===== src/rtl/dbus_uncached_router_if.sv =====
// Bus bundle around dbus_uncached_router.
// Groups the four handshakes the router touches:
//   t_*    : translated CPU request plus its d_uncached flag (into the router)
//   dresp_*: merged response back to the CPU
//   dc_*   : request to the DCache and its response
//   uc_*   : single-beat CBus request for uncached accesses and its response
// Modports:
//   slave  : the router's view
//   master : the surrounding environment's view (CPU/DCache/CBus side)
interface dbus_uncached_router_if;
  // translated CPU request
  logic        t_valid;
  logic [31:0] t_addr;
  logic [2:0]  t_size;
  logic [3:0]  t_strobe;
  logic [31:0] t_data;
  logic        d_uncached;
  // response to CPU
  logic        dresp_addr_ok;
  logic        dresp_data_ok;
  logic [31:0] dresp_data;
  // DCache request / response
  logic        dc_valid;
  logic [31:0] dc_addr;
  logic [2:0]  dc_size;
  logic [3:0]  dc_strobe;
  logic [31:0] dc_data;
  logic        dc_addr_ok;
  logic        dc_data_ok;
  logic [31:0] dc_rdata;
  // uncached CBus request / response
  logic        uc_valid;
  logic        uc_is_write;
  logic [2:0]  uc_size;
  logic [31:0] uc_addr;
  logic [3:0]  uc_strobe;
  logic [31:0] uc_data;
  logic [3:0]  uc_len;
  logic [1:0]  uc_burst;
  logic        uc_ready;
  logic        uc_last;
  logic [31:0] uc_rdata;

  modport slave (
    input  t_valid, t_addr, t_size, t_strobe, t_data, d_uncached,
    output dresp_addr_ok, dresp_data_ok, dresp_data,
    output dc_valid, dc_addr, dc_size, dc_strobe, dc_data,
    input  dc_addr_ok, dc_data_ok, dc_rdata,
    output uc_valid, uc_is_write, uc_size, uc_addr, uc_strobe, uc_data, uc_len, uc_burst,
    input  uc_ready, uc_last, uc_rdata
  );

  modport master (
    output t_valid, t_addr, t_size, t_strobe, t_data, d_uncached,
    input  dresp_addr_ok, dresp_data_ok, dresp_data,
    input  dc_valid, dc_addr, dc_size, dc_strobe, dc_data,
    output dc_addr_ok, dc_data_ok, dc_rdata,
    input  uc_valid, uc_is_write, uc_size, uc_addr, uc_strobe, uc_data, uc_len, uc_burst,
    output uc_ready, uc_last, uc_rdata
  );
endinterface


===== src/rtl/dbus_uncached_router.sv =====
// dbus_uncached_router
// Routes translated data requests either to the DCache (cacheable) or to a
// single-beat CBus transaction (uncached), and merges both response streams
// into one CPU response in program order.
// Ports:
//   clk    : system clock
//   resetn : asynchronous active-low reset; every output is 0 while low
//   bus    : dbus_uncached_router_if.slave (CPU request/response, DCache, CBus)
// Parameters:
//   MAX_PENDING : cached requests accepted by the DCache but not yet data_ok
module dbus_uncached_router #(
  parameter int MAX_PENDING = 4
) (
  input logic                   clk,
  input logic                   resetn,
  dbus_uncached_router_if.slave bus
);

  localparam int              CNT_W           = $clog2(MAX_PENDING + 1);
  localparam logic [CNT_W-1:0] MAX_CNT        = CNT_W'(MAX_PENDING);
  localparam logic [3:0]      MLEN1           = 4'b0000;
  localparam logic [1:0]      AXI_BURST_FIXED = 2'b00;

  typedef enum logic [1:0] {
    IDLE    = 2'd0,
    UC_BUS  = 2'd1,
    UC_DONE = 2'd2
  } state_t;

  state_t           r_state;
  logic [CNT_W-1:0] r_pend_cnt;
  logic [31:0]      r_buf_addr;
  logic [2:0]       r_buf_size;
  logic [3:0]       r_buf_strobe;
  logic [31:0]      r_buf_data;
  logic [31:0]      r_uc_rdata;

  logic w_idle;
  logic w_dc_valid;
  logic w_cached_accept;
  logic w_uc_accept;
  logic w_dec;

  assign w_idle          = (r_state == IDLE);
  // Cached requests flow only in IDLE and only while the outstanding window has room.
  assign w_dc_valid      = w_idle & bus.t_valid & ~bus.d_uncached & (r_pend_cnt < MAX_CNT);
  assign w_cached_accept = w_dc_valid & bus.dc_addr_ok;
  // An uncached access may start only once every cached response has returned,
  // which keeps responses in program order without a reorder buffer.
  assign w_uc_accept     = w_idle & bus.t_valid & bus.d_uncached & (r_pend_cnt == '0);
  assign w_dec           = bus.dc_data_ok;

  // Outputs are forced low while resetn is asserted, including the
  // combinational pass-through paths.
  always_comb begin
    bus.dresp_addr_ok = 1'b0;
    bus.dresp_data_ok = 1'b0;
    bus.dresp_data    = '0;
    bus.dc_valid      = 1'b0;
    bus.dc_addr       = '0;
    bus.dc_size       = '0;
    bus.dc_strobe     = '0;
    bus.dc_data       = '0;
    bus.uc_valid      = 1'b0;
    bus.uc_is_write   = 1'b0;
    bus.uc_size       = '0;
    bus.uc_addr       = '0;
    bus.uc_strobe     = '0;
    bus.uc_data       = '0;
    bus.uc_len        = '0;
    bus.uc_burst      = '0;
    if (resetn) begin
      bus.dc_valid      = w_dc_valid;
      bus.dc_addr       = bus.t_addr;
      bus.dc_size       = bus.t_size;
      bus.dc_strobe     = bus.t_strobe;
      bus.dc_data       = bus.t_data;
      bus.dresp_addr_ok = w_cached_accept | w_uc_accept;
      if (r_state == UC_DONE) begin
        bus.dresp_data_ok = 1'b1;
        bus.dresp_data    = r_uc_rdata;
      end else begin
        bus.dresp_data_ok = bus.dc_data_ok;
        bus.dresp_data    = bus.dc_rdata;
      end
      // CBus request is driven purely from registers, so it is stable for the
      // whole access regardless of what the CPU does meanwhile.
      bus.uc_valid    = (r_state == UC_BUS);
      bus.uc_is_write = |r_buf_strobe;
      bus.uc_size     = r_buf_size;
      bus.uc_addr     = r_buf_addr;
      bus.uc_strobe   = r_buf_strobe;
      bus.uc_data     = r_buf_data;
      bus.uc_len      = MLEN1;
      bus.uc_burst    = AXI_BURST_FIXED;
    end
  end

  always_ff @(posedge clk or negedge resetn) begin
    if (!resetn) begin
      r_state      <= IDLE;
      r_pend_cnt   <= '0;
      r_buf_addr   <= '0;
      r_buf_size   <= '0;
      r_buf_strobe <= '0;
      r_buf_data   <= '0;
      r_uc_rdata   <= '0;
    end else begin
      // A simultaneous accept and data_ok leaves the count unchanged.
      case ({w_cached_accept, w_dec})
        2'b10:   r_pend_cnt <= r_pend_cnt + CNT_W'(1);
        2'b01:   r_pend_cnt <= r_pend_cnt - CNT_W'(1);
        default: r_pend_cnt <= r_pend_cnt;
      endcase

      case (r_state)
        IDLE: begin
          if (w_uc_accept) begin
            r_buf_addr   <= bus.t_addr;
            r_buf_size   <= bus.t_size;
            r_buf_strobe <= bus.t_strobe;
            r_buf_data   <= bus.t_data;
            r_state      <= UC_BUS;
          end
        end
        UC_BUS: begin
          if (bus.uc_ready & bus.uc_last) begin
            r_uc_rdata <= bus.uc_rdata;
            r_state    <= UC_DONE;
          end
        end
        UC_DONE: r_state <= IDLE;
        default: r_state <= IDLE;
      endcase
    end
  end

  a_no_underflow: assert property (@(posedge clk) disable iff (!resetn)
    !(bus.dc_data_ok && (r_pend_cnt == '0)));
  a_no_overflow: assert property (@(posedge clk) disable iff (!resetn)
    r_pend_cnt <= MAX_CNT);

endmodule

===== src/flat_wrapper.sv =====
// flat-port wrapper written by rule: the top's interface ports become plain ports
module dbus_uncached_router_flat 
#(
  parameter int MAX_PENDING = 4
)
  (clk, resetn, bus_t_valid, bus_t_addr, bus_t_size, bus_t_strobe, bus_t_data, bus_d_uncached, bus_dresp_addr_ok, bus_dresp_data_ok, bus_dresp_data, bus_dc_valid, bus_dc_addr, bus_dc_size, bus_dc_strobe, bus_dc_data, bus_dc_addr_ok, bus_dc_data_ok, bus_dc_rdata, bus_uc_valid, bus_uc_is_write, bus_uc_size, bus_uc_addr, bus_uc_strobe, bus_uc_data, bus_uc_len, bus_uc_burst, bus_uc_ready, bus_uc_last, bus_uc_rdata);
  dbus_uncached_router_if bus_i ();
  input logic clk;
  input logic resetn;
  input wire logic [$bits(bus_i.t_valid)-1:0] bus_t_valid;
  input wire logic [$bits(bus_i.t_addr)-1:0] bus_t_addr;
  input wire logic [$bits(bus_i.t_size)-1:0] bus_t_size;
  input wire logic [$bits(bus_i.t_strobe)-1:0] bus_t_strobe;
  input wire logic [$bits(bus_i.t_data)-1:0] bus_t_data;
  input wire logic [$bits(bus_i.d_uncached)-1:0] bus_d_uncached;
  output wire logic [$bits(bus_i.dresp_addr_ok)-1:0] bus_dresp_addr_ok;
  output wire logic [$bits(bus_i.dresp_data_ok)-1:0] bus_dresp_data_ok;
  output wire logic [$bits(bus_i.dresp_data)-1:0] bus_dresp_data;
  output wire logic [$bits(bus_i.dc_valid)-1:0] bus_dc_valid;
  output wire logic [$bits(bus_i.dc_addr)-1:0] bus_dc_addr;
  output wire logic [$bits(bus_i.dc_size)-1:0] bus_dc_size;
  output wire logic [$bits(bus_i.dc_strobe)-1:0] bus_dc_strobe;
  output wire logic [$bits(bus_i.dc_data)-1:0] bus_dc_data;
  input wire logic [$bits(bus_i.dc_addr_ok)-1:0] bus_dc_addr_ok;
  input wire logic [$bits(bus_i.dc_data_ok)-1:0] bus_dc_data_ok;
  input wire logic [$bits(bus_i.dc_rdata)-1:0] bus_dc_rdata;
  output wire logic [$bits(bus_i.uc_valid)-1:0] bus_uc_valid;
  output wire logic [$bits(bus_i.uc_is_write)-1:0] bus_uc_is_write;
  output wire logic [$bits(bus_i.uc_size)-1:0] bus_uc_size;
  output wire logic [$bits(bus_i.uc_addr)-1:0] bus_uc_addr;
  output wire logic [$bits(bus_i.uc_strobe)-1:0] bus_uc_strobe;
  output wire logic [$bits(bus_i.uc_data)-1:0] bus_uc_data;
  output wire logic [$bits(bus_i.uc_len)-1:0] bus_uc_len;
  output wire logic [$bits(bus_i.uc_burst)-1:0] bus_uc_burst;
  input wire logic [$bits(bus_i.uc_ready)-1:0] bus_uc_ready;
  input wire logic [$bits(bus_i.uc_last)-1:0] bus_uc_last;
  input wire logic [$bits(bus_i.uc_rdata)-1:0] bus_uc_rdata;
  assign bus_i.t_valid = bus_t_valid;
  assign bus_i.t_addr = bus_t_addr;
  assign bus_i.t_size = bus_t_size;
  assign bus_i.t_strobe = bus_t_strobe;
  assign bus_i.t_data = bus_t_data;
  assign bus_i.d_uncached = bus_d_uncached;
  assign bus_dresp_addr_ok = bus_i.dresp_addr_ok;
  assign bus_dresp_data_ok = bus_i.dresp_data_ok;
  assign bus_dresp_data = bus_i.dresp_data;
  assign bus_dc_valid = bus_i.dc_valid;
  assign bus_dc_addr = bus_i.dc_addr;
  assign bus_dc_size = bus_i.dc_size;
  assign bus_dc_strobe = bus_i.dc_strobe;
  assign bus_dc_data = bus_i.dc_data;
  assign bus_i.dc_addr_ok = bus_dc_addr_ok;
  assign bus_i.dc_data_ok = bus_dc_data_ok;
  assign bus_i.dc_rdata = bus_dc_rdata;
  assign bus_uc_valid = bus_i.uc_valid;
  assign bus_uc_is_write = bus_i.uc_is_write;
  assign bus_uc_size = bus_i.uc_size;
  assign bus_uc_addr = bus_i.uc_addr;
  assign bus_uc_strobe = bus_i.uc_strobe;
  assign bus_uc_data = bus_i.uc_data;
  assign bus_uc_len = bus_i.uc_len;
  assign bus_uc_burst = bus_i.uc_burst;
  assign bus_i.uc_ready = bus_uc_ready;
  assign bus_i.uc_last = bus_uc_last;
  assign bus_i.uc_rdata = bus_uc_rdata;
  dbus_uncached_router #(.MAX_PENDING(MAX_PENDING)) u_core (.clk(clk), .resetn(resetn), .bus(bus_i));
endmodule

===== config.mk =====
export PLATFORM = sky130hd
export DESIGN_NAME = dbus_uncached_router_flat
export DESIGN_NICKNAME = d
export VERILOG_FILES = /design/src/rtl/dbus_uncached_router_if.sv /design/src/rtl/dbus_uncached_router.sv /design/src/flat_wrapper.sv
export SDC_FILE = /design/constraint.sdc
export NUM_CORES = 1
export LEC_CHECK = 0
export ABC_AREA = 1
export CORE_AREA = 2 2 158 160
export DETAILED_ROUTE_END_ITERATION = 8
export DIE_AREA = 0 0 160 162
export GPL_TIMING_DRIVEN = 1
export PLACE_DENSITY = 0.56
export SLEW_MARGIN = 20
export SYNTH_ARGS = -nofsm -noshare
export SYNTH_HDL_FRONTEND = slang
export SYNTH_SLANG_ARGS = --single-unit

===== constraint.sdc =====
create_clock -name clk -period 2.2 [get_ports clk]
set_input_delay 0.33 -clock clk [delete_from_list [all_inputs] [get_ports clk]]
set_output_delay 0.33 -clock clk [all_outputs]
set_load 0.005 [all_outputs]

==> results of run 1 <==
==> synthesized netlist by cell type <==
master and count:
ha_1 1, nand3_1 72, conb_1 1, o21ai_0 34
inv_1 152, clkbuf_1 17, clkbuf_2 1, dfrtp_1 108
buf_2 31, buf_4 9, fa_1 1, nor2_1 74
inv_2 3, xnor2_1 1, xor2_1 1, a21oi_1 2
nand2_2 1, nand4_1 1, nor2_4 2, nand2_1 389
==> worst reg2reg max path, cell delays in order, from the launching register on <==
cell	delay, ps
dfrtp_2	440
buf_4	150
nor2_1	80
nand4_1	110
ha_1	260
fa_1	450
nand2_1	70
nand3_1	90
xor2_1	150
==> repair_timing <==
item	CTS	global route
gates resized for setup	36	9
hold endpoints to repair	10	0
setup endpoints to repair	27	7
cloned	0	1
hold buffers	5	0
buffers inserted	1	5
pin swaps	0	1
==> logic make-up (layout without fill, tap and decap cells) <==
logic type,count (synthesis),in the layout,share of synthesized area (%)
adders and majority gates,2,2,0.547
xor gates and xnor gates,2,2,0.295
AOI/OAI and AO/OA,36,36,3.03
other,1,6,0.0631
buffers and inverters,213,533,14.7
DFF,108,108,45.5
and+or+nand+nor,539,539,35.9
==> layout by cell type (no fill, tap or decap), types with 2 or more instances in the layout <==
| master | instances |
|---|---|
| clkinvlp_4 | 4 |
| inv_2 | 3 |
| nor2_1 | 70 |
| buf_12 | 9 |
| dlygate4sd3_1 | 5 |
| dlymetal6s2s_1 | 7 |
| dfrtp_1 | 107 |
| inv_1 | 151 |
| clkbuf_16 | 10 |
| nand3_1 | 72 |
| nor2_2 | 3 |
| buf_4 | 28 |
| nor2_4 | 3 |
| dlygate4sd2_1 | 27 |
| a21oi_1 | 2 |
| nand2_1 | 389 |
| clkdlybuf4s50_1 | 286 |
| conb_1 | 6 |
| o21ai_0 | 34 |
==> state kept, by name, indices dropped and copies added, names as in the netlist <==
name,flops
u_core.r_buf_addr,32
u_core.r_buf_size,3
u_core.r_state,2
u_core.r_buf_data,32
u_core.r_buf_strobe,4
u_core.r_uc_rdata,32
u_core.r_pend_cnt,3
==> cell type report <==
type / count / area [µm²] / area share, %
Clock buffer: 9 / 225 / 2.25
Clock inverter: 4 / 30.0 / 0.299
Inverter: 155 / 584 / 5.83
Multi-Input combinational cell: 585 / 2400 / 23.9
Sequential cell: 108 / 2700 / 27.0
Tap cell: 324 / 405 / 4.04
Timing Repair Buffer: 365 / 3680 / 36.7
==> metrics by stage <==
stage | TNS [ps] | setup slack, ps | hold WS (ps) | power (mW)
floorplan | 0 | 521 | 34.4 | 5.07
global placement | 0 | 40.9 | 161 | 6.84
detailed placement | 0 | 43.3 | 162 | 6.91
CTS | -47.7 | -47.7 | 9.17 | 8.46
global route | 0 | 0.262 | 22.9 | 9.09
finish | 0 | 102 | 21.3 | 8.34
==> worst paths after layout <==
| kind | cells past startpoint | slack, ps | start | endpoint |
|---|---|---|---|---|
| max | 5 | 100 | u_core.r_state[0] | bus_dc_valid |
| min | 2 | 20 | resetn | u_core.r_uc_rdata[11] |
| max reg2reg | 8 | 300 | u_core.r_state[0] | u_core.r_pend_cnt[2] |
| min reg2reg | 2 | 470 | u_core.r_buf_addr[0] | u_core.r_buf_addr[0] |
| max in group asynchronous | 3 | 1380 | resetn | u_core.r_buf_data[27] |
| min in group clk | 2 | 470 | u_core.r_buf_addr[0] | u_core.r_buf_addr[0] |
==> where the power goes <==
part	total, mW	switching (mW)	internal, mW
clock network	1.49	0.735	0.750
logic	3.36	1.61	1.75
registers	3.49	0.539	2.95
total	8.34	2.89	5.45
==> layer usage <==
layer,GRT usage (%),routed length [µm]
met1,19.6,9050
met5,0,0
met4,5.00,381
met3,3.09,1160
met2,26.8,9920
==> summary.txt, run 1 <==
Floorplan
  • Die Span Y: 162 µm
  • FP Rows: 57
  • Full die area: 25900 µm²
  • Io pins: 328
  • Die width: 160 µm
  • Core area: 24100 µm²
  • Initial core utilization: 24.7%

Timing
  • Max frequency: 477 MHz
  • Transition time at the pin with the least slew margin: 809 ps
  • Fin. max-slew vios: 0
  • Period utilisation layout: 95.4%
  • Max_slew headroom: 46.1%
  • Final setup fails: 0
  • Final hold viol count: 0
  • Minimum clock period: 2100 ps
  • Worst Clk Skew: 5.80 ps
  • RSZ-0062 raised after global routing: false

Global routing
  • GRT Util Overall: 15.5%
  • Grt total ovfl: 0
  • Vias in the first global route: 6232
  • First-pass GRT wire length: 32600 µm
  • Largest net degree at the start of global routing: 73
  • Initial antenna violation count: 0

Outcome
  • Status: completed

Pwr
  • IR drop worst, VDD: 465 µV
  • Cell Pwr Density: 831 nW/µm²
  • Leak: 5.79 nW

Clock tree
  • H-tree levels: 3
  • Clk sink count: 108
  • Worst skew pair latency: 340 ps
  • CTS Buf Count: 9
  • CTS tree: done
  • Clk slew on worst S/H paths: 80 ps
  • Worst-case clock buffer depth: 2
  • Clock Tree Root: clkbuf_16

Worst setup path
  • Worst path top cell family by delay: buffers and inverters
  • CP Launch Type: flop
  • Critical Path, Cell by Cell: buf_4, nor2_4, nand2_1, nor2_1, clkdlybuf4s50_1
  • Worst endpoint data arrival time: 1770 ps
  • CP Buf/Inv Count: 2
  • CP required: 1870 ps
  • Slowest stage delay, CP: 550 ps
  • Slowest-stage cell, CP: clkdlybuf4s50_1
  • Largest fanout on the critical path: 4
  • Critical Setup Path Class: reg2out
  • Critical Path End Type: output pin

Routing
  • Vias: 6313
  • # DRC: 0
  • Routed wire per std cell: 13.2 µm
  • Post-route ant nets: 0
  • Via-to-Cell Ratio: 4.07
  • DRT Wirelength: 20500 µm
  • Starting DRC count in detailed routing: 307
  • Drt first pass iters: 4

Layout
  • Final net count: 1369
  • Area grow syn2layout: 68.7%
  • Post-Layout Cell Count: 1550
  • Final Util: 41.6%
  • Layout cell share with drive strength beyond 1: 5.30%
  • Fill cell count: 2593
  • Final Cell Area: 10000 µm²
  • Number of diodes: 0

Synth
  • Synth area leaders: dfrtp_1, nand2_1, inv_1
  • #FFs+latches synth: 108
  • Sequential area share after synthesis: 45.5%
  • Area leader, netlist: dfrtp_1
  • Post-Syn Area: 5940 µm²
  • Mapped Cells: 901
  • Yosys cell types: 20
  • Synth warn: 0
  • Share of the synthesized area in the top cell type: 45.5%
  • Syn avg cell area: 6.60 µm²

Job
  • Max_cap viols: 0

Placement
  • Post-DP HPWL: 15000 µm
  • Post-DP Area: 9640 µm²
  • Placed cell count: 1525
  • Routability cong.: 0.801
  • Port bufs: 321

Min path
  • Worst Hold Class: in2async
(Power assumes the default switching activity.)
==> inputs of run 2 (changes only) <==
HOLD_SLACK_MARGIN = 0.08   (was unset)
==> run 2 against run 1 <==
Against the previous run:
- sequential share of layout area unchanged
- via count down 0.11%
- worst setup slack worse by 2.6 ps
- cell area unchanged
- die area unchanged
- fmax down 0.12%
- count of clock-buffer cells in the layout unchanged
- global-route usage up 0.060 points
- sequential power about the same
- core utilization unchanged
- routed wire length up 0.22%
- critical path type unchanged
- largest cell class unchanged
==> summary.txt, run 2 (synthesized netlist as in run 1, its figures left out) <==
Pwr
  • Clock power share: 17.8% (about the same)
  • Cell Pwr Density: 832 nW/µm² (about the same)
  • Seq pwr share: 41.8% (about the same)
  • Leak: 5.79 nW (unchanged)
  • Internal power: 5.45 mW (about the same)
  • IR drop worst, VDD: 467 µV (+0.53%)
  • Switch Pwr: 2.89 mW (+0.20%)
  • Switching Share: 34.7% (+0.044 points)
  • Combinational power share: 40.3% (about the same)
  • Total Power: 8.34 mW (about the same)

Routing
  • # DRC: 0 (unchanged)
  • Via-to-Cell Ratio: 4.07 (-0.11%)
  • Starting DRC count in detailed routing: 311 (+1.3%)
  • Post-route ant nets: 0 (unchanged)
  • Drt first pass iters: 4 (unchanged)
  • DRT Wirelength: 20600 µm (+0.22%)
  • Vias: 6306 (-0.11%)
  • Routed wire per std cell: 13.3 µm (+0.22%)

Clock tree
  • H-tree levels: 3 (unchanged)
  • Worst-case clock buffer depth: 2 (unchanged)
  • Worst skew pair latency: 340 ps (about the same)
  • CTS tree: done
  • Clock Tree Root: clkbuf_16
  • Clk sink count: 108 (unchanged)
  • Clk slew on worst S/H paths: 70 ps (about the same)
  • CTS Buf Count: 9 (unchanged)

Timing
  • Max frequency: 476 MHz (-0.12%)
  • Setup TNS: 0 ps (unchanged)
  • Worst Clk Skew: 6.49 ps (+0.688 ps)
  • Period utilisation layout: 95.5% (+0.12 points)
  • Minimum clock period: 2100 ps (+2.60 ps)
  • Transition time at the pin with the least slew margin: 813 ps (+4.39 ps)
  • Max_slew headroom: 45.8% (-0.29 points)
  • Final hold viol count: 0 (unchanged)
  • Final setup fails: 0 (unchanged)
  • Fin. max-slew vios: 0 (unchanged)

Layout
  • Fill cell count: 2593 (unchanged)
  • Post-Layout Cell Count: 1550 (unchanged)
  • Final Cell Area: 10000 µm² (unchanged)
  • Area grow syn2layout: 68.7% (unchanged)
  • Layout cell share with drive strength beyond 1: 5.30% (unchanged)
  • Number of diodes: 0 (unchanged)
  • Most common cell after layout, fill and taps aside: nand2_1
  • Commonest cells after routing, fill and taps aside: nand2_1, clkdlybuf4s50_1, inv_1
  • Biggest regs: u_core.r_buf_addr (32), u_core.r_buf_data (32), u_core.r_uc_rdata (32)
  • Final net count: 1369 (unchanged)
  • Final Util: 41.6% (unchanged)

Global routing
  • Vias in the first global route: 6266 (+0.55%)
  • Grt total ovfl: 0 (unchanged)
  • Largest net degree at the start of global routing: 73 (unchanged)
  • Initial antenna violation count: 0 (unchanged)
  • GRT Util Overall: 15.6% (+0.060 points)
  • First-pass GRT wire length: 32800 µm (+0.36%)

Worst setup path
  • CP Launch Type: flop
  • Critical Path, Cell by Cell: buf_4, nor2_4, nand2_1, nor2_1, clkdlybuf4s50_1
  • CP required: 1870 ps (about the same)
  • Largest fanout on the critical path: 4 (unchanged)
  • Critical Setup Path Class: reg2out
  • Slowest-stage cell, CP: clkdlybuf4s50_1
  • Slowest stage delay, CP: 550 ps (about the same)
  • Critical Path End Type: output pin
  • Worst endpoint data arrival time: 1770 ps (about the same)
  • R2R depth: 8 (unchanged)

Floorplan
  • FP Rows: 57 (unchanged)
  • Die Span Y: 162 µm (unchanged)
  • Initial core utilization: 24.7% (unchanged)
  • Full die area: 25900 µm² (unchanged)
  • Core area: 24100 µm² (unchanged)
  • Io pins: 328 (unchanged)
  • Die width: 160 µm (unchanged)

Placement
  • Port bufs: 321 (unchanged)
  • Routability cong.: 0.801 (unchanged)
  • Post-DP Area: 9640 µm² (unchanged)
  • Post-DP HPWL: 15000 µm (unchanged)
  • Placed cell count: 1525 (unchanged)

Job
  • Max_cap viols: 0 (unchanged)

Min path
  • Worst Hold Class: in2async

Outcome
  • Status: completed
==> run 2: cell counts in the layout (fill, tap and decap cells not counted) <==
Identical to the previous run, type by type.
==> run 2: worst max-delay path, delay by kind of cell (launching register included) <==
family	cells	cell delay [ps]
buffers and inverters	2	700
flip-flops	1	440
AND/OR/NAND/NOR	3	280
==> run 2: metrics by stage <==
| stage | setup slack [ps] | hold WS [ps] |
|---|---|---|
| 6_report | 99.4 | 108 |
| 5_1_grt | -1.63 | 118 |
| 4_1_cts | -47.6 | 100 |
| 3_5_place_dp | 43.3 | 162 |
| 3_3_place_gp | 40.9 | 161 |
| 2_1_floorplan | 521 | 34.4 |
==> run 2: worst paths after layout <==
check | startpoint | end | slack (ps)
worst max-delay path | u_core.r_state[0] | bus_dc_valid | 100
worst min-delay path | resetn | u_core.r_uc_rdata[8] | 110
worst max register to register | u_core.r_state[0] | u_core.r_pend_cnt[2] | 300
worst min register to register | u_core.r_buf_addr[0] | u_core.r_buf_addr[0] | 470
max in group asynchronous | resetn | u_core.r_uc_rdata[30] | 1260
min in group clk | u_core.r_buf_addr[0] | u_core.r_buf_addr[0] | 470
==> run 2: final cells by class <==
class	instances	area (µm²)	area share, %
inverter	155	584	5.83
timing repair buffer	365	3680	36.7
clock inverter	4	30.0	0.299
clock buffer	9	225	2.25
sequential	108	2700	27.0
tap	324	405	4.04
multi-input combinational	585	2400	23.9
==> run 2: repair_timing <==
| item | CTS | global route |
|---|---|---|
| gates resized for setup | 36 | 9 |
| setup endpoints to repair | 27 | 8 |
| cloned | 0 | 1 |
| setup buffers | 1 | 5 |
| endpoints found under the hold margin | 22 | 0 |
| hold buffers | 5 | 0 |
| pin swaps | 0 | 1 |
==> run 2: power groups by stage <==
stage | sequential, mW | clock, mW | combinational (mW)
6_report | 3.49 | 1.49 | 3.37
5_1_grt | 3.61 | 1.64 | 3.84
4_1_cts | 3.49 | 1.57 | 3.41
3_5_place_dp | 3.51 | 0 | 3.40
3_3_place_gp | 3.49 | 0 | 3.35
2_1_floorplan | 3.38 | 0 | 1.69
==> run 2: layer usage <==
layer,vias up,wire length [µm],track usage (%),part of all wire (%)
li1,3265,-,-,-
met1,2824,9070,19.5,44
met2,193,9860,26.9,48
met3,24,1240,3.37,6.0
met4,0,382,5.08,1.9
met5,-,0,0,0
==> inputs of run 3 (changes only) <==
PLACE_DENSITY = 0.58   (was 0.56)
==> run 3 against run 2 <==
Against the previous run:
- core utilization grew 0.49 points
- fmax shrank 1.9%
- die area is the same
- sequential power is essentially flat
- via count grew 2.0%
- first-iteration DRC count grew 2.9%
- worst setup slack lost 42 ps
- sequential cell count is the same
- critical path type unchanged
- register-to-register slack is essentially flat
==> summary.txt, run 3 (synthesized netlist as in run 1, its figures left out) <==
Clock tree
  • Worst skew pair latency: 350 ps (about the same)
  • Clock Tree Root: clkbuf_16
  • H-tree levels: 3 (unchanged)
  • Clk slew on worst S/H paths: 80 ps (about the same)
  • CTS Buf Count: 9 (unchanged)
  • Worst-case clock buffer depth: 2 (unchanged)
  • CTS tree: done
  • Clk sink count: 108 (unchanged)

Floorplan
  • Initial core utilization: 24.7% (unchanged)
  • Full die area: 25900 µm² (unchanged)
  • Die Span Y: 162 µm (unchanged)
  • Io pins: 328 (unchanged)
  • Die width: 160 µm (unchanged)
  • Core area: 24100 µm² (unchanged)
  • FP Rows: 57 (unchanged)

Pwr
  • Leak: 5.84 nW (+0.82%)
  • Total Power: 8.46 mW (+1.4%)
  • Cell Pwr Density: 834 nW/µm² (+0.24%)
  • IR drop worst, VDD: 355 µV (-24%)

Worst setup path
  • Slowest-stage cell, CP: clkdlybuf4s50_1
  • Critical Path, Cell by Cell: nor2_4, buf_12, nor2_1, nor2_1, clkdlybuf4s50_1
  • Critical Setup Path Class: reg2out
  • Largest fanout on the critical path: 8 (+4)
  • Most used cell, CP: nor2_1
  • Worst endpoint data arrival time: 1810 ps (+40 ps)
  • Slowest stage delay, CP: 530 ps (-20 ps)
  • CP Launch Type: flop
  • Critical Path End Type: output pin
  • CP required: 1870 ps (about the same)

Global routing
  • GRT Util Overall: 16.2% (+0.62 points)
  • Largest net degree at the start of global routing: 73 (unchanged)
  • Grt total ovfl: 0 (unchanged)
  • Initial antenna violation count: 0 (unchanged)
  • Vias in the first global route: 6463 (+3.1%)
  • First-pass GRT wire length: 33700 µm (+3.0%)

Layout
  • Final net count: 1374 (+0.37%)
  • Biggest regs: u_core.r_buf_addr (32), u_core.r_buf_data (32), u_core.r_uc_rdata (32)
  • Fill cell count: 2561 (-1.2%)
  • Commonest cells after routing, fill and taps aside: nand2_1, clkdlybuf4s50_1, inv_1
  • Most common cell after layout, fill and taps aside: nand2_1
  • Final Cell Area: 10100 µm² (+1.2%)
  • Sequential Area: 2700 µm² (unchanged)
  • Number of diodes: 0 (unchanged)
  • Multi-input logic area: 2400 µm² (+0.10%)
  • Area grow syn2layout: 70.7%
  • Post-Layout Cell Count: 1558 (+0.52%)
  • Layout cell share with drive strength beyond 1: 5.75% (+0.45 points)
  • Final Util: 42.1% (+0.49 points)

Timing
  • Final hold viol count: 0 (unchanged)
  • Transition time at the pin with the least slew margin: 813 ps (-0.510 ps)
  • Max_slew headroom: 45.8% (about the same)
  • Fin. max-slew vios: 0 (unchanged)
  • Max frequency: 467 MHz (-1.9%)
  • Final worst slack: 57.8 ps (-41.6 ps)
  • Worst Clk Skew: 6.72 ps (+0.236 ps)
  • Period utilisation layout: 97.4% (+1.9 points)
  • Final setup fails: 0 (unchanged)
  • Minimum clock period: 2140 ps (+41.6 ps)

Job
  • Max_cap viols: 0 (unchanged)

Outcome
  • Status: completed

Routing
  • Post-route ant nets: 0 (unchanged)
  • DRT Wirelength: 21400 µm (+3.9%)
  • # DRC: 0 (unchanged)
  • Starting DRC count in detailed routing: 320 (+2.9%)
  • Vias: 6431 (+2.0%)
  • Via-to-Cell Ratio: 4.13 (+1.5%)
  • Routed wire per std cell: 13.7 µm (+3.4%)
  • Drt first pass iters: 4 (unchanged)

Placement
  • Port bufs: 321 (unchanged)
  • Post-DP HPWL: 15200 µm (+1.1%)
  • Dpl ws: 17.7 ps (-25.6 ps)
  • Placed cell count: 1526 (+0.066%)
  • Routability cong.: 0.846 (+5.6%)
  • Post-DP Area: 9680 µm² (+0.47%)

Min path
  • Worst Hold Class: in2async
## run 3: cell types whose count changed in the layout (fill, tap and decap cells not counted), sizes merged
cell	previous run	this run
buf	39	42
clkbuf	10	13
clkdlybuf4s50	286	287
clkinv	0	2
clkinvlp	4	2
dlygate4sd3	5	6
dlymetal6s2s	7	6
inv	155	156
## run 3: cell type report
cell class,count,area share (%)
inverter,155,5.76
tap,324,4.00
clock buffer,11,2.29
timing repair buffer,370,37.2
sequential,108,26.6
clock inverter,5,0.370
multi-input combinational,585,23.7
## run 3: what timing repair did
item	in CTS	in global routing
endpoints found under the setup margin	33	7
cloned	1	2
setup buffers	2	5
gates resized for setup	36	8
hold endpoints to repair	36	0
pin swaps	1	1
hold buffers	6	0
## run 3: metal layers
layer	wire, µm	global-route usage [%]	vias to the layer above
met5	0	0	-
met4	431	5.77	0
met3	1230	3.37	24
met2	10200	28.2	187
met1	9490	20.0	2941
li1	-	-	3279
## run 3: where the power goes
group	internal (mW)	switching, mW
clock	0.775	0.771
sequential	2.95	0.542
combinational	1.77	1.65
## run 3: path summary, 6_finish.rpt
kind	start	endpoint	slack, ps	cells past startpoint
hold / removal	resetn	u_core.r_buf_data[17]	130	3
min in group clk	u_core.r_buf_addr[29]	u_core.r_buf_addr[29]	470	2
max in group asynchronous	resetn	u_core.r_state[0]	1170	3
setup / recovery	u_core.r_state[0]	bus_dresp_data_ok	60	5
setup reg to reg	u_core.r_state[0]	u_core.r_pend_cnt[2]	310	9
hold reg to reg	u_core.r_buf_addr[29]	u_core.r_buf_addr[29]	470	2
## run 3: critical path, delay by kind of cell (launching register included)
kind                   cells  cell delay, ps
buffers and inverters      2             700
AND/OR/NAND/NOR            3             320
flip-flops                 1             430
## run 3: stage by stage
step                      TNS (ps)  hold slack (ps)
after floorplan                  0             34.4
after global placement           0              170
after detailed placement         0              171
after CTS                        0              126
after global routing         -23.3              139
final                            0              135
==> RTL edit 1, RTL diff (flow settings as in run 2) <==
`MAX_PENDING` is set to 4 in 2 places; all go to 2.
--- a/src/rtl/dbus_uncached_router.sv
+++ b/src/rtl/dbus_uncached_router.sv
@@ -9,7 +9,7 @@
 // Parameters:
 //   MAX_PENDING : cached requests accepted by the DCache but not yet data_ok
 module dbus_uncached_router #(
-  parameter int MAX_PENDING = 4
+  parameter int MAX_PENDING = 2
 ) (
   input logic                   clk,
   input logic                   resetn,
--- a/src/flat_wrapper.sv
+++ b/src/flat_wrapper.sv
@@ -1,7 +1,7 @@
 // flat-port wrapper written by rule: the top's interface ports become plain ports
 module dbus_uncached_router_flat 
 #(
-  parameter int MAX_PENDING = 4
+  parameter int MAX_PENDING = 2
 )
   (clk, resetn, bus_t_valid, bus_t_addr, bus_t_size, bus_t_strobe, bus_t_data, bus_d_uncached, bus_dresp_addr_ok, bus_dresp_data_ok, bus_dresp_data, bus_dc_valid, bus_dc_addr, bus_dc_size, bus_dc_strobe, bus_dc_data, bus_dc_addr_ok, bus_dc_data_ok, bus_dc_rdata, bus_uc_valid, bus_uc_is_write, bus_uc_size, bus_uc_addr, bus_uc_strobe, bus_uc_data, bus_uc_len, bus_uc_burst, bus_uc_ready, bus_uc_last, bus_uc_rdata);
   dbus_uncached_router_if bus_i ();
Behaviour: not the same (Yosys sat finds a counterexample within 4 cycles, from zero or initial values and one cycle with resetn low).
==> RTL edit 1 against run 2 <==
  * The flow now finishes with violations (negative setup slack)
  * Critical path depth grew 2
  * Worst setup slack got worse by 0.16 ns
  * Total power down 0.55%
  * Sequential cell count down 1
  * Synthesized area down 0.40%
  * Sequential share of layout area shrank 0.077 points
  * Wire length grew 2.0%
  * Register-to-register slack lost 0.02 ns
  * Design area fell by 0.69%
  * First-iteration DRC count is 12% higher
  * Critical endpoint is now bus_dresp_data[10]
  * Largest cell class unchanged
  * Largest power group unchanged
==> RTL edit 1: results (changes against run 2) <==
RUN_STATUS='complete, but fails checks'
VIOLATIONS='negative setup slack'
SYNTH_CELL_TYPE_COUNT=24  # +20%
FILLCELLCOUNT=2559  # -1.3%
LAYOUT.NONCLK_BUF_SHARE_PCT=36.71  # about the same
USE_MET3_PCT=5.414  # +2.0 points
CLK-POWER_mW=1.57  # +5%
DPL.HPWL_UM=14980  # -0.10%
VIA_COUNT_OF_THE_FIRST_GLOBAL_ROUTING_PASS=6230  # -0.57%
WIRELENGTH_MET1_UM=8925  # -1.6%
WORSTREGTOREGCELLS=7  # -1
CLOCK_BUFFERS=12  # +3
FINALINSTANCEAREA_UM2=9960  # -0.69%
PLACE_WS_NS=0.07207  # +0.02876 ns
REPORT.FINAL.SETUP_VIOL=2  # +2
YOSYSSEQAREASHARE_PCT=45.23  # -0.24 points
NUM-NONCLK-BUFFERS=356  # -2.5%
FINALPOWER_mW=8.296  # -0.55%
REGISTER_BIT_TOTAL_FROM_SYNTHESIS=107  # -0.93%
FINAL_NET_COUNT=1350  # -1.4%
SYNTH.TOP_CELL.AREA_SHARE_PCT=45.23  # -0.24 points
COMB.MULTI_INPUT.COUNT=581  # -0.68%
WORST_SETUP_PATH_STARTPOINT='u_core.r_state[1]'
SYNTH_COMMONEST_CELLS='sky130_fd_sc_hd__nand2_1, sky130_fd_sc_hd__inv_1, sky130_fd_sc_hd__dfrtp_1, sky130_fd_sc_hd__nor2_1, sky130_fd_sc_hd__nand3_1'
CP.ARRIVAL_NS=1.93  # +0.16 ns
SYNTHXORXNORAREAFRAC_PCT=0.2959  # +0.0012 points
SYNTH-ADDER-AREA-SHARE_PCT=0.2114  # -0.34 points
MAX_SLEW_MARGIN_PCT=45.16  # -0.63 points
SHARE_OF_THE_SYNTHESIZED_AREA_IN_COMPOUND_GATES_AO_OA_AOI_OAI_PCT=3.044  # +0.012 points
FIN_SKEW_NS=0.01308  # +0.006591 ns
INVERTERS=151  # -2.6%
GP_ROUTABILITY_CONGESTION=0.7766  # -3.1%
SEQUENTIALPOWERSHARE_PCT=40.6  # -1.2 points
LAYOUT-DRIVE-GT1-SHARE_PCT=4.624  # -0.68 points
WORSTSETUPENDPOINT='bus_dresp_data[10]'
VDD_IR_DROP_MAX_mV=0.3605  # -23%
COUNT_OF_NON_FILLER_CELLS_IN_THE_FINISHED_LAYOUT=1535  # -0.97%
SYN_AVG_CELL_AREA_UM2=6.636  # +0.60%
POST_DRT_VIA_CELL_RATIO=4.138  # +1.7%
CTS.REPAIR.RESIZED=11  # -69%
SETUP_WS_NS=-0.06085  # -0.1602 ns
ROUTE.DETAILED.WL_PER_INST_UM=13.67  # +3.0%
## RTL edit 1: critical path: stages (launching register included)
cell                              delay (ns)
sky130_fd_sc_hd__dfrtp_1                0.40
sky130_fd_sc_hd__inv_2                  0.08
sky130_fd_sc_hd__nor2_4                 0.04
sky130_fd_sc_hd__inv_2                  0.13
sky130_fd_sc_hd__buf_12                 0.17
sky130_fd_sc_hd__nor2_1                 0.05
sky130_fd_sc_hd__nor2_1                 0.17
sky130_fd_sc_hd__clkdlybuf4s50_1        0.53
## RTL edit 1: worst min path at each step
stage | from | end | slack [ns] | cells past startpoint
finish | resetn | u_core.r_buf_addr[4] | 0.12 | 3
global route | resetn | u_core.r_buf_addr[4] | 0.12 | 3
detailed placement | resetn | u_core.r_uc_rdata[3] | 0.16 | 1
floorplan | resetn | u_core.r_buf_addr[0] | 0.03 | 0
CTS | resetn | u_core.r_buf_addr[4] | 0.11 | 3
global placement | resetn | u_core.r_uc_rdata[3] | 0.16 | 1
==> RTL edit 2, RTL diff (settings of run 2) <==
Made on the original files. Encoding of `state_t`: now one-hot (3 bits for 3 states).
--- a/src/rtl/dbus_uncached_router.sv
+++ b/src/rtl/dbus_uncached_router.sv
@@ -21,10 +21,10 @@
   localparam logic [3:0]      MLEN1           = 4'b0000;
   localparam logic [1:0]      AXI_BURST_FIXED = 2'b00;
 
-  typedef enum logic [1:0] {
-    IDLE    = 2'd0,
-    UC_BUS  = 2'd1,
-    UC_DONE = 2'd2
+  typedef enum logic [2:0] {
+    IDLE    = 3'b001,
+    UC_BUS  = 3'b010,
+    UC_DONE = 3'b100
   } state_t;
 
   state_t           r_state;
Behaviour: same outputs for any inputs over 4 cycles, from zero or initial values and one cycle with resetn low; so few cycles prove little.
==> RTL edit 2 against run 2 <==
  * Total power shrank 7.3%
  * Via count grew 2.6%
  * Design area grew 2.5%
  * Register-to-register slack lost 0.16 ns
  * Synthesized area shrank 0.38%
  * Worst setup slack lost 0.055 ns
  * Wire length grew 1.7%
  * Sequential cell count grew 1
  * Critical path type unchanged
==> RTL edit 2: results (changes against run 2) <==
POST_SYNTH_MAIN_AREA_CONTRIBUTORS='sky130_fd_sc_hd__dfrtp_1, sky130_fd_sc_hd__nand2_1, sky130_fd_sc_hd__inv_1, sky130_fd_sc_hd__nand3_1, sky130_fd_sc_hd__nor2_1'
CRITPATHMAXFANOUT=3  # -1
FINALINSTANCEAREA_UM2=10280  # +2.5%
SETUP_WS_NS=0.04481  # -0.05455 ns
PLACE_WS_NS=-0.05117  # -0.09448 ns
SYNTH_CELL_TYPE_COUNT=22  # +10%
SYNTH_COMMONEST_CELLS='sky130_fd_sc_hd__nand2_1, sky130_fd_sc_hd__inv_1, sky130_fd_sc_hd__dfrtp_1, sky130_fd_sc_hd__nor2_1, sky130_fd_sc_hd__nand3_1'
GP_ROUTABILITY_CONGESTION=0.8085  # +0.92%
PLACEMENT.CELL_AREA_UM2=9784  # +1.5%
VDD_IR_DROP_MAX_mV=0.2913  # -38%
WORST_SETUP_PATH_STARTPOINT='u_core.r_state[0]'
GR_USAGE_TOTAL_PCT=16.00  # +0.41 points
CRITICAL-PATH-SLOWEST-CELL='sky130_fd_sc_hd__dfstp_2'
LAYOUT-DRIVE-GT1-SHARE_PCT=7.143  # +1.8 points
GRT_MAX_DEGREE=74  # +1.4%
SETUP.REG_TO_REG.WORST_SLACK_NS=0.14  # -0.16 ns
CPLARGESTDELAYFAMILY='flip-flops'
MAX_SLEW_MARGIN_PCT=44.98  # -0.81 points
FILLCELLCOUNT=2623  # +1.2%
WL_UM=20900  # +1.7%
GRT_PASS1_WL_UM=33410  # +2.0%
CP_SLOWEST_STAGE_DELAY_NS=0.58  # +0.03 ns
FINAL_NET_COUNT=1372  # +0.22%
CELLLEAKAGEPOWER_nW=5.983  # +3.3%
RUN_STATUS='complete, no violations'
[RTL edit 2: stage by stage]
stage / instances / hold slack, ns / setup TNS, ns
4_1_cts: 1553 / 0.1376 / -0.4093
3_5_place_dp: 1527 / 0.1631 / -0.05964
3_3_place_gp: 1527 / 0.1638 / -0.04689
5_1_grt: 1556 / 0.1591 / -0.1603
2_1_floorplan: 902 / 0.03441 / 0
6_report: 1556 / 0.1432 / 0
[RTL edit 2: cell families after synthesis]
kind of cell,after synthesis,share of synthesized area (%)
other,1,0.06334
AO/OA/AOI/OAI,37,3.128
flip-flops,109,46.09
XOR/XNOR,2,0.2959
AND/OR/NAND/NOR,537,35.90
buffers and inverters,208,13.78
adder cells (fa/ha/maj),2,0.5494
multiplexers,1,0.1902
[RTL edit 2: timing repair]
action	in CTS	in global routing
pin swaps	1	2
endpoints found under the setup margin	36	18
hold buffers	6	0
resized for setup	49	17
endpoints found under the hold margin	30	0
cloned	1	0
setup buffers	3	3
[RTL edit 2: area by class of cell]
cell class	count	share of cell area, %
clock buffers	11	2.361
clock inverters	5	0.3894
inverters	149	5.464
multi-input cells	585	23.89
flip-flops and latches	109	26.54
well taps	324	3.943
repair buffers	373	37.42
[RTL edit 2: report_power, final]
group / internal [mW] / switching, mW
Sequential: 2.77 / 0.443
Clock: 0.814 / 0.777
Combinational: 1.60 / 1.32
Total: 5.19 / 2.54
[RTL edit 2: metal layers]
layer	up-vias	part of all wire [%]	routed length [µm]	GRT usage, %
met3	14	7.2	1504	4.239
met5	-	0	0	0
met1	2961	44	9195	20.17
li1	3288	-	-	-
met4	0	1.2	258	4.013
met2	206	48	9943	27.37
[RTL edit 2: tightest hold or removal path, delay by kind of cell]
family	cells	cell delay (ns)
buf+inv	3	0.48
